**config.mk**
```make
export PLATFORM = sky130hd
export DESIGN_NAME = axi_lite_regfile_flat
export DESIGN_NICKNAME = d
export VERILOG_FILES = /design/src/rtl/axi_lite_regfile_if.sv /design/src/rtl/axi_lite_regfile.sv /design/src/flat_wrapper.sv
export SDC_FILE = /design/constraint.sdc
export NUM_CORES = 1
export LEC_CHECK = 0
export CAP_MARGIN = 40
export CELL_PAD_IN_SITES_DETAIL_PLACEMENT = 0
export CELL_PAD_IN_SITES_GLOBAL_PLACEMENT = 2
export CORE_MARGIN = 8
export CORE_UTILIZATION = 39
export DETAILED_ROUTE_END_ITERATION = 7
export MAX_ROUTING_LAYER = met4
export PLACE_DENSITY = 0.71
export SLEW_MARGIN = 15
export SYNTH_ARGS = -nofsm -noshare
export SYNTH_HDL_FRONTEND = slang
export SYNTH_SLANG_ARGS = --single-unit
```
**constraint.sdc**
```tcl
create_clock -name s0_axi_aclk -period 3.92 [get_ports s0_axi_aclk]
set_input_delay 0.392 -clock s0_axi_aclk [delete_from_list [all_inputs] [get_ports s0_axi_aclk]]
set_output_delay 0.392 -clock s0_axi_aclk [all_outputs]
set_load 0.01 [all_outputs]
```
**src/rtl/axi_lite_regfile_if.sv**
```systemverilog
// AXI4-Lite bus bundle between the bus block (master) and a register target (slave).
interface axi_lite_regfile_if #(
  parameter int ADDR_WIDTH = 8,
  parameter int DATA_WIDTH = 32
);
  logic [ADDR_WIDTH-1:0]   awaddr;
  logic                    awvalid;
  logic                    awready;
  logic [DATA_WIDTH-1:0]   wdata;
  logic [DATA_WIDTH/8-1:0] wstrb;
  logic                    wvalid;
  logic                    wready;
  logic [1:0]              bresp;
  logic                    bvalid;
  logic                    bready;
  logic [ADDR_WIDTH-1:0]   araddr;
  logic                    arvalid;
  logic                    arready;
  logic [DATA_WIDTH-1:0]   rdata;
  logic [1:0]              rresp;
  logic                    rvalid;
  logic                    rready;

  modport master (
    output awaddr, awvalid, wdata, wstrb, wvalid, bready, araddr, arvalid, rready,
    input  awready, wready, bresp, bvalid, arready, rdata, rresp, rvalid
  );

  modport slave (
    input  awaddr, awvalid, wdata, wstrb, wvalid, bready, araddr, arvalid, rready,
    output awready, wready, bresp, bvalid, arready, rdata, rresp, rvalid
  );
endinterface

```
**src/rtl/axi_lite_regfile.sv**
```systemverilog
// AXI4-Lite register bank target: NUM_REGS word registers, byte-strobe writes, SLVERR on decode miss.
// Optional AXIL_REGFILE_ID_EN: register 0 becomes a read-only ID constant (ID_VALUE).
module axi_lite_regfile #(
  parameter int                    DATA_WIDTH = 32,
  parameter int                    ADDR_WIDTH = 8,
  parameter int                    NUM_REGS   = 8,
  parameter logic [DATA_WIDTH-1:0] ID_VALUE   = DATA_WIDTH'(32'hA5A5_0001)
) (
  input  logic                     s0_axi_aclk,
  input  logic                     s0_axi_aresetn,
  axi_lite_regfile_if.slave        s0_axi
);
  localparam int         IDX_W       = ADDR_WIDTH - 2;
  localparam int         STRB_W      = DATA_WIDTH / 8;
  localparam logic [1:0] RESP_OKAY   = 2'b00;
  localparam logic [1:0] RESP_SLVERR = 2'b10;
`ifdef AXIL_REGFILE_ID_EN
  localparam bit ID_EN = 1'b1;
`else
  localparam bit ID_EN = 1'b0;
`endif

  typedef enum logic [1:0] {W_IDLE, W_ADDR, W_DATA, W_RESP} wstate_e;
  typedef enum logic       {R_IDLE, R_RESP} rstate_e;

  wstate_e                 wstate_q;
  rstate_e                 rstate_q;
  logic                    awready_q, wready_q, bvalid_q;
  logic [1:0]              bresp_q;
  logic                    arready_q, rvalid_q;
  logic [1:0]              rresp_q;
  logic [DATA_WIDTH-1:0]   rdata_q;
  logic [IDX_W-1:0]        aw_idx_q;
  logic [DATA_WIDTH-1:0]   w_data_q;
  logic [STRB_W-1:0]       w_strb_q;

  logic                    aw_hs, w_hs, ar_hs, commit, wr_err, rd_err;
  logic [IDX_W-1:0]        wr_idx, rd_idx;
  logic [DATA_WIDTH-1:0]   wr_data, rd_val;
  logic [STRB_W-1:0]       wr_strb;
  logic [NUM_REGS-1:0][DATA_WIDTH-1:0] regs;

  assign aw_hs = s0_axi.awvalid & awready_q;
  assign w_hs  = s0_axi.wvalid  & wready_q;
  assign ar_hs = s0_axi.arvalid & arready_q;

  // The later half of a write commits straight from the bus, so bvalid follows it by one cycle.
  assign wr_idx  = aw_hs ? s0_axi.awaddr[ADDR_WIDTH-1:2] : aw_idx_q;
  assign wr_data = w_hs  ? s0_axi.wdata : w_data_q;
  assign wr_strb = w_hs  ? s0_axi.wstrb : w_strb_q;
  assign commit  = ((wstate_q == W_IDLE) && aw_hs && w_hs) ||
                   ((wstate_q == W_ADDR) && w_hs) ||
                   ((wstate_q == W_DATA) && aw_hs);
  assign wr_err  = (32'(wr_idx) >= NUM_REGS) || (ID_EN && (wr_idx == '0));

  assign rd_idx  = s0_axi.araddr[ADDR_WIDTH-1:2];
  assign rd_err  = (32'(rd_idx) >= NUM_REGS);

  for (genvar r = 0; r < NUM_REGS; r++) begin : g_reg
    if (ID_EN && (r == 0)) begin : g_id
      assign regs[r] = ID_VALUE;
    end else begin : g_rw
      logic [DATA_WIDTH-1:0] q;
      logic                  we;
      assign we = commit && !wr_err && (32'(wr_idx) == r);
      always_ff @(posedge s0_axi_aclk or negedge s0_axi_aresetn) begin
        if (!s0_axi_aresetn) begin
          q <= '0;
        end else if (we) begin
          for (int b = 0; b < STRB_W; b++)
            if (wr_strb[b]) q[8*b +: 8] <= wr_data[8*b +: 8];
        end
      end
      assign regs[r] = q;
    end
  end

  // Out-of-range indices match nothing, so the mux already yields zero for them.
  always_comb begin
    rd_val = '0;
    for (int r = 0; r < NUM_REGS; r++)
      if (32'(rd_idx) == r) rd_val = regs[r];
  end

  // Holding state: W_ADDR/W_RESP imply the address is held, W_DATA/W_RESP the data.
  always_ff @(posedge s0_axi_aclk or negedge s0_axi_aresetn) begin
    if (!s0_axi_aresetn) begin
      wstate_q  <= W_IDLE;
      awready_q <= 1'b0;
      wready_q  <= 1'b0;
      bvalid_q  <= 1'b0;
      bresp_q   <= RESP_OKAY;
      aw_idx_q  <= '0;
      w_data_q  <= '0;
      w_strb_q  <= '0;
    end else begin
      if (aw_hs) aw_idx_q <= s0_axi.awaddr[ADDR_WIDTH-1:2];
      if (w_hs) begin
        w_data_q <= s0_axi.wdata;
        w_strb_q <= s0_axi.wstrb;
      end
      if (commit) begin
        wstate_q  <= W_RESP;
        bvalid_q  <= 1'b1;
        bresp_q   <= wr_err ? RESP_SLVERR : RESP_OKAY;
        awready_q <= 1'b0;
        wready_q  <= 1'b0;
      end else begin
        case (wstate_q)
          W_IDLE: begin
            if (aw_hs) begin
              wstate_q  <= W_ADDR;
              awready_q <= 1'b0;
              wready_q  <= 1'b1;
            end else if (w_hs) begin
              wstate_q  <= W_DATA;
              awready_q <= 1'b1;
              wready_q  <= 1'b0;
            end else begin
              awready_q <= 1'b1;
              wready_q  <= 1'b1;
            end
          end
          W_RESP: begin
            if (s0_axi.bready) begin
              wstate_q  <= W_IDLE;
              bvalid_q  <= 1'b0;
              awready_q <= 1'b1;
              wready_q  <= 1'b1;
            end
          end
          default: ;
        endcase
      end
    end
  end

  always_ff @(posedge s0_axi_aclk or negedge s0_axi_aresetn) begin
    if (!s0_axi_aresetn) begin
      rstate_q  <= R_IDLE;
      arready_q <= 1'b0;
      rvalid_q  <= 1'b0;
      rresp_q   <= RESP_OKAY;
      rdata_q   <= '0;
    end else begin
      case (rstate_q)
        R_IDLE: begin
          if (ar_hs) begin
            rstate_q  <= R_RESP;
            arready_q <= 1'b0;
            rvalid_q  <= 1'b1;
            rdata_q   <= rd_val;
            rresp_q   <= rd_err ? RESP_SLVERR : RESP_OKAY;
          end else begin
            arready_q <= 1'b1;
          end
        end
        R_RESP: begin
          if (s0_axi.rready) begin
            rstate_q  <= R_IDLE;
            rvalid_q  <= 1'b0;
            arready_q <= 1'b1;
          end
        end
        default: ;
      endcase
    end
  end

  assign s0_axi.awready = awready_q;
  assign s0_axi.wready  = wready_q;
  assign s0_axi.bvalid  = bvalid_q;
  assign s0_axi.bresp   = bresp_q;
  assign s0_axi.arready = arready_q;
  assign s0_axi.rvalid  = rvalid_q;
  assign s0_axi.rresp   = rresp_q;
  assign s0_axi.rdata   = rdata_q;

  logic unused_ok;
  assign unused_ok = ^{s0_axi.awaddr[1:0], s0_axi.araddr[1:0], ID_VALUE};
endmodule

```
**src/flat_wrapper.sv**
```systemverilog
// flat-port wrapper written by rule: the top's interface ports become plain ports
module axi_lite_regfile_flat 
#(
  parameter int                    DATA_WIDTH = 32,
  parameter int                    ADDR_WIDTH = 8,
  parameter int                    NUM_REGS   = 8,
  parameter logic [DATA_WIDTH-1:0] ID_VALUE   = DATA_WIDTH'(32'hA5A5_0001)
)
  (s0_axi_aclk, s0_axi_aresetn, s0_axi_awaddr, s0_axi_awvalid, s0_axi_wdata, s0_axi_wstrb, s0_axi_wvalid, s0_axi_bready, s0_axi_araddr, s0_axi_arvalid, s0_axi_rready, s0_axi_awready, s0_axi_wready, s0_axi_bresp, s0_axi_bvalid, s0_axi_arready, s0_axi_rdata, s0_axi_rresp, s0_axi_rvalid);
  axi_lite_regfile_if #(.ADDR_WIDTH(ADDR_WIDTH), .DATA_WIDTH(DATA_WIDTH)) s0_axi_i ();
  input  logic s0_axi_aclk;
  input  logic s0_axi_aresetn;
  input wire logic [$bits(s0_axi_i.awaddr)-1:0] s0_axi_awaddr;
  input wire logic [$bits(s0_axi_i.awvalid)-1:0] s0_axi_awvalid;
  input wire logic [$bits(s0_axi_i.wdata)-1:0] s0_axi_wdata;
  input wire logic [$bits(s0_axi_i.wstrb)-1:0] s0_axi_wstrb;
  input wire logic [$bits(s0_axi_i.wvalid)-1:0] s0_axi_wvalid;
  input wire logic [$bits(s0_axi_i.bready)-1:0] s0_axi_bready;
  input wire logic [$bits(s0_axi_i.araddr)-1:0] s0_axi_araddr;
  input wire logic [$bits(s0_axi_i.arvalid)-1:0] s0_axi_arvalid;
  input wire logic [$bits(s0_axi_i.rready)-1:0] s0_axi_rready;
  output wire logic [$bits(s0_axi_i.awready)-1:0] s0_axi_awready;
  output wire logic [$bits(s0_axi_i.wready)-1:0] s0_axi_wready;
  output wire logic [$bits(s0_axi_i.bresp)-1:0] s0_axi_bresp;
  output wire logic [$bits(s0_axi_i.bvalid)-1:0] s0_axi_bvalid;
  output wire logic [$bits(s0_axi_i.arready)-1:0] s0_axi_arready;
  output wire logic [$bits(s0_axi_i.rdata)-1:0] s0_axi_rdata;
  output wire logic [$bits(s0_axi_i.rresp)-1:0] s0_axi_rresp;
  output wire logic [$bits(s0_axi_i.rvalid)-1:0] s0_axi_rvalid;
  assign s0_axi_i.awaddr = s0_axi_awaddr;
  assign s0_axi_i.awvalid = s0_axi_awvalid;
  assign s0_axi_i.wdata = s0_axi_wdata;
  assign s0_axi_i.wstrb = s0_axi_wstrb;
  assign s0_axi_i.wvalid = s0_axi_wvalid;
  assign s0_axi_i.bready = s0_axi_bready;
  assign s0_axi_i.araddr = s0_axi_araddr;
  assign s0_axi_i.arvalid = s0_axi_arvalid;
  assign s0_axi_i.rready = s0_axi_rready;
  assign s0_axi_awready = s0_axi_i.awready;
  assign s0_axi_wready = s0_axi_i.wready;
  assign s0_axi_bresp = s0_axi_i.bresp;
  assign s0_axi_bvalid = s0_axi_i.bvalid;
  assign s0_axi_arready = s0_axi_i.arready;
  assign s0_axi_rdata = s0_axi_i.rdata;
  assign s0_axi_rresp = s0_axi_i.rresp;
  assign s0_axi_rvalid = s0_axi_i.rvalid;
  axi_lite_regfile #(.DATA_WIDTH(DATA_WIDTH), .ADDR_WIDTH(ADDR_WIDTH), .NUM_REGS(NUM_REGS), .ID_VALUE(ID_VALUE)) u_core (.s0_axi_aclk(s0_axi_aclk), .s0_axi_aresetn(s0_axi_aresetn), .s0_axi(s0_axi_i));
endmodule
```
==> impl_metrics.json <==
{
  "status": "finished clean",
  "crit_chain": "clkdlybuf4s50_1 > and4bb_2 > nor2_2 > or4b_1 > mux2_2",
  "finalSetupTns_ns": 0,
  "hold_path_class": "register to register",
  "drt_iter0_drc": 619,
  "start_kind": "input port",
  "cts.sink_count": 340,
  "cts_max_level": 2,
  "crit_cells": 5,
  "fmax_ghz": 0.360,
  "endpoint_kind": "register",
  "cp_max_fo": 12,
  "synth.area.top_cells": "dfrtp_1 (54%), mux2_2 (19%), nor4_4 (3.2%)",
  "critPathTopFamily": "simple AND/OR/NAND/NOR gates",
  "slowest_stage": "nor2_2",
  "worstMarginPinSlew_ns": 0.888,
  "first_pass_iters": 5,
  "grt_pass1_vias": 10700,
  "synth_top_area_cell": "dfrtp_1",
  "path_clk_slew_ns": 0.05,
  "numCtsBuffers": 39,
  "rows": 73,
  "yosys_warnings": 0,
  "rsz0062_at_grt": "no",
  "setup_viol": 0,
  "die_x_um": 217,
  "r2r_cells": 4,
  "period_needed_ns": 2.78,
  "fillers": 3571,
  "vias": 10100,
  "final_common_cell": "dfrtp_1",
  "finalHoldViolCount": 0,
  "worst-path-buf-inv": 1,
  "syn_avg_cell_area_um2": 14.0,
  "grt-ovfl-total": 0,
  "cts_repair_resize_count": 0,
  "cts_tree": "built",
  "core_um2": 39900,
  "power_mw": 11.8,
  "hpwl_um": 26800,
  "layout_common_cells": "dfrtp_1 (340), mux2_2 (265), clkdlybuf4s50_1 (90), o21ai_0 (57), buf_4 (55)",
  "clkLatencyLatePin_ns": 0.52,
  "grt_max_degree": 111,
  "clk_root_buffer_cell": "clkbuf_16",
  "n_antenna_cell": 0,
  "multi_input_area_um2": 6960,
  "setup_slack_ns": 1.14,
  "die_area_um2": 47200,
  "r2r_start": "u_core.s0_axi.awready",
  "route.detailed.drc": 0,
  "peakVddDrop_v": 0.000270,
  "synth_area_um2": 15800,
  "start_util": 0.396,
  "grt_pass1_wl_um": 65400,
  "slew_headroom": 0.408,
  "seq_area_frac_synth": 0.538,
  "nets": 1319,
  "whs_path_depth": 2,
  "worstSetupPathType": "input port to register",
  "reg2reg_to": "u_core.g_reg[3].g_rw.q[2]",
  "hold_path.startpoint": "u_core.s0_axi.rdata[25]",
  "p_per_area_nw_per_um2": 619,
  "drt-wirelength-per-cell_um": 22.9,
  "fin_crit_sh": 0.709,
  "synth_seq_cells": 340,
  "synth-edff-count": 0,
  "yosysTopAreaCellShare": 0.538,
  "synthCells": 1132,
  "arrival_ns": 3.16,
  "port_buffers": 93,
  "skew_ns": 0.0190,
  "regArea_um2": 8510,
  "fp.dieH_um": 217,
  "clock_path_buffers": 3,
  "whs_ns": 0.476,
  "area_growth_pct": 20.8,
  "ios": 100,
  "required_ns": 4.31,
  "slew_violations": 0,
  "leakage_nw": 8.82,
  "min_to": "u_core.s0_axi.rdata[25]",
  "drt-total-wl_um": 41500,
  "slowest_delay_ns": 0.69,
  "pre_cts_slack_ns": 0.606,
  "antenna_found_initial": 0,
  "grt.total_usage": 0.180,
  "ys_types": 65,
  "rrSetupSlack_ns": 1.16,
  "drive_gt1_frac": 0.374,
  "cap_violations": 0,
  "ant_nets": 0,
  "synth_ff_type": "dfrtp_1",
  "ys_async_sr_fraction": 1.00,
  "routabilityCongestion": 0.747,
  "via_per_inst": 5.59
}
[layer usage]
layer  up-vias  GRT usage  part of all wire
met4         0     0.0392             0.017
met2       209      0.278              0.46
li1       4533          -                 -
met5         -          -                 0
met3        57     0.0300             0.045
met1      5308      0.249              0.47
[worst max-delay path by stage]
stage                            start                         end  slack [ns]
finish                  s0_axi_awvalid   u_core.g_reg[3].g_rw.q[2]        1.14
detailed placement      s0_axi_awvalid  u_core.g_reg[3].g_rw.q[18]        0.61
floorplan           u_core.wstate_q[0]  u_core.g_reg[2].g_rw.q[10]        1.61
global route            s0_axi_awvalid   u_core.g_reg[3].g_rw.q[7]        1.06
CTS                     s0_axi_awvalid   u_core.g_reg[3].g_rw.q[2]        1.14
global placement        s0_axi_awvalid   u_core.g_reg[3].g_rw.q[4]        0.63
[flip-flops by register name (all words and copies together) (netlist names)]
name                   count
u_core.s0_axi.bresp        1
u_core.w_strb_q            4
u_core.s0_axi.bvalid       1
u_core.w_data_q           32
u_core.s0_axi.wready       1
u_core.wstate_q            2
u_core.g.g_rw.q          256
u_core.s0_axi.rvalid       1
u_core.s0_axi.rresp        1
u_core.s0_axi.awready      1
u_core.s0_axi.arready      1
u_core.aw_idx_q            6
u_core.rstate_q            1
u_core.s0_axi.rdata       32
[worst min-delay path, cell delays in order (launching register included)]
cell     delay, ns
dfrtp_1       0.34
nand2_1       0.04
o21ai_0       0.06
[cells by family after synthesis]
family	Yosys count	share of synthesized area
flip-flops	340	0.538
multiplexers	336	0.250
AO/OA/AOI/OAI	212	0.103
AND/OR/NAND/NOR	159	0.0815
buffers and inverters	80	0.0237
adder cells (fa/ha/maj)	4	0.00317
other	1	0.000237
[synth_stat cells (all sizes together), types with 4 or more instances]
master and count:
inv 6, o22ai 14, o21ai 57, a22oi 30
or4b 6, and2 4, mux4 14, clkbuf 47
and3 5, mux2i 12, a21oi 9, a2bb2oi 4
a222oi 22, or2 22, ha 4, nand2b 20
nand2 44, a31oi 4, a21boi 4, nor4 25
a22o 37, mux2 310, nor2 11, a221o 18
buf 26, dfrtp 340, a211oi 4
[stage by stage]
stage	cell area (um2)	cells	utilization
2_1_floorplan	15800	1133	-
3_3_place_gp	17600	1737	0.441
3_5_place_dp	17600	1739	0.441
4_1_cts	19100	1807	0.478
5_1_grt	19100	1807	0.478
6_report	19100	1807	0.478
[power by group]
part           internal (mW)  switching [mW]  total [mW]
Combinational           1.24            1.64        2.88
Sequential              4.36           0.444        4.81
Clock                   2.70            1.44        4.14
Total                   8.30            3.53        11.8
[timing repair]
action / CTS / global route
setup endpoints to repair: 0 / 0
buffers inserted: 0 / 0
hold endpoints to repair: 18 / 0
hold buffers: 1 / 0
[layout make-up]
cell class / instances / area share
Sequential cell: 340 / 0.446
Inverter: 7 / 0.00138
Timing Repair Buffer: 155 / 0.0775
Multi-Input combinational cell: 713 / 0.365
Clock inverter: 17 / 0.0189
Clock buffer: 50 / 0.0576
Tap cell: 525 / 0.0344
Note: power is estimated with default switching activity, not from simulation.
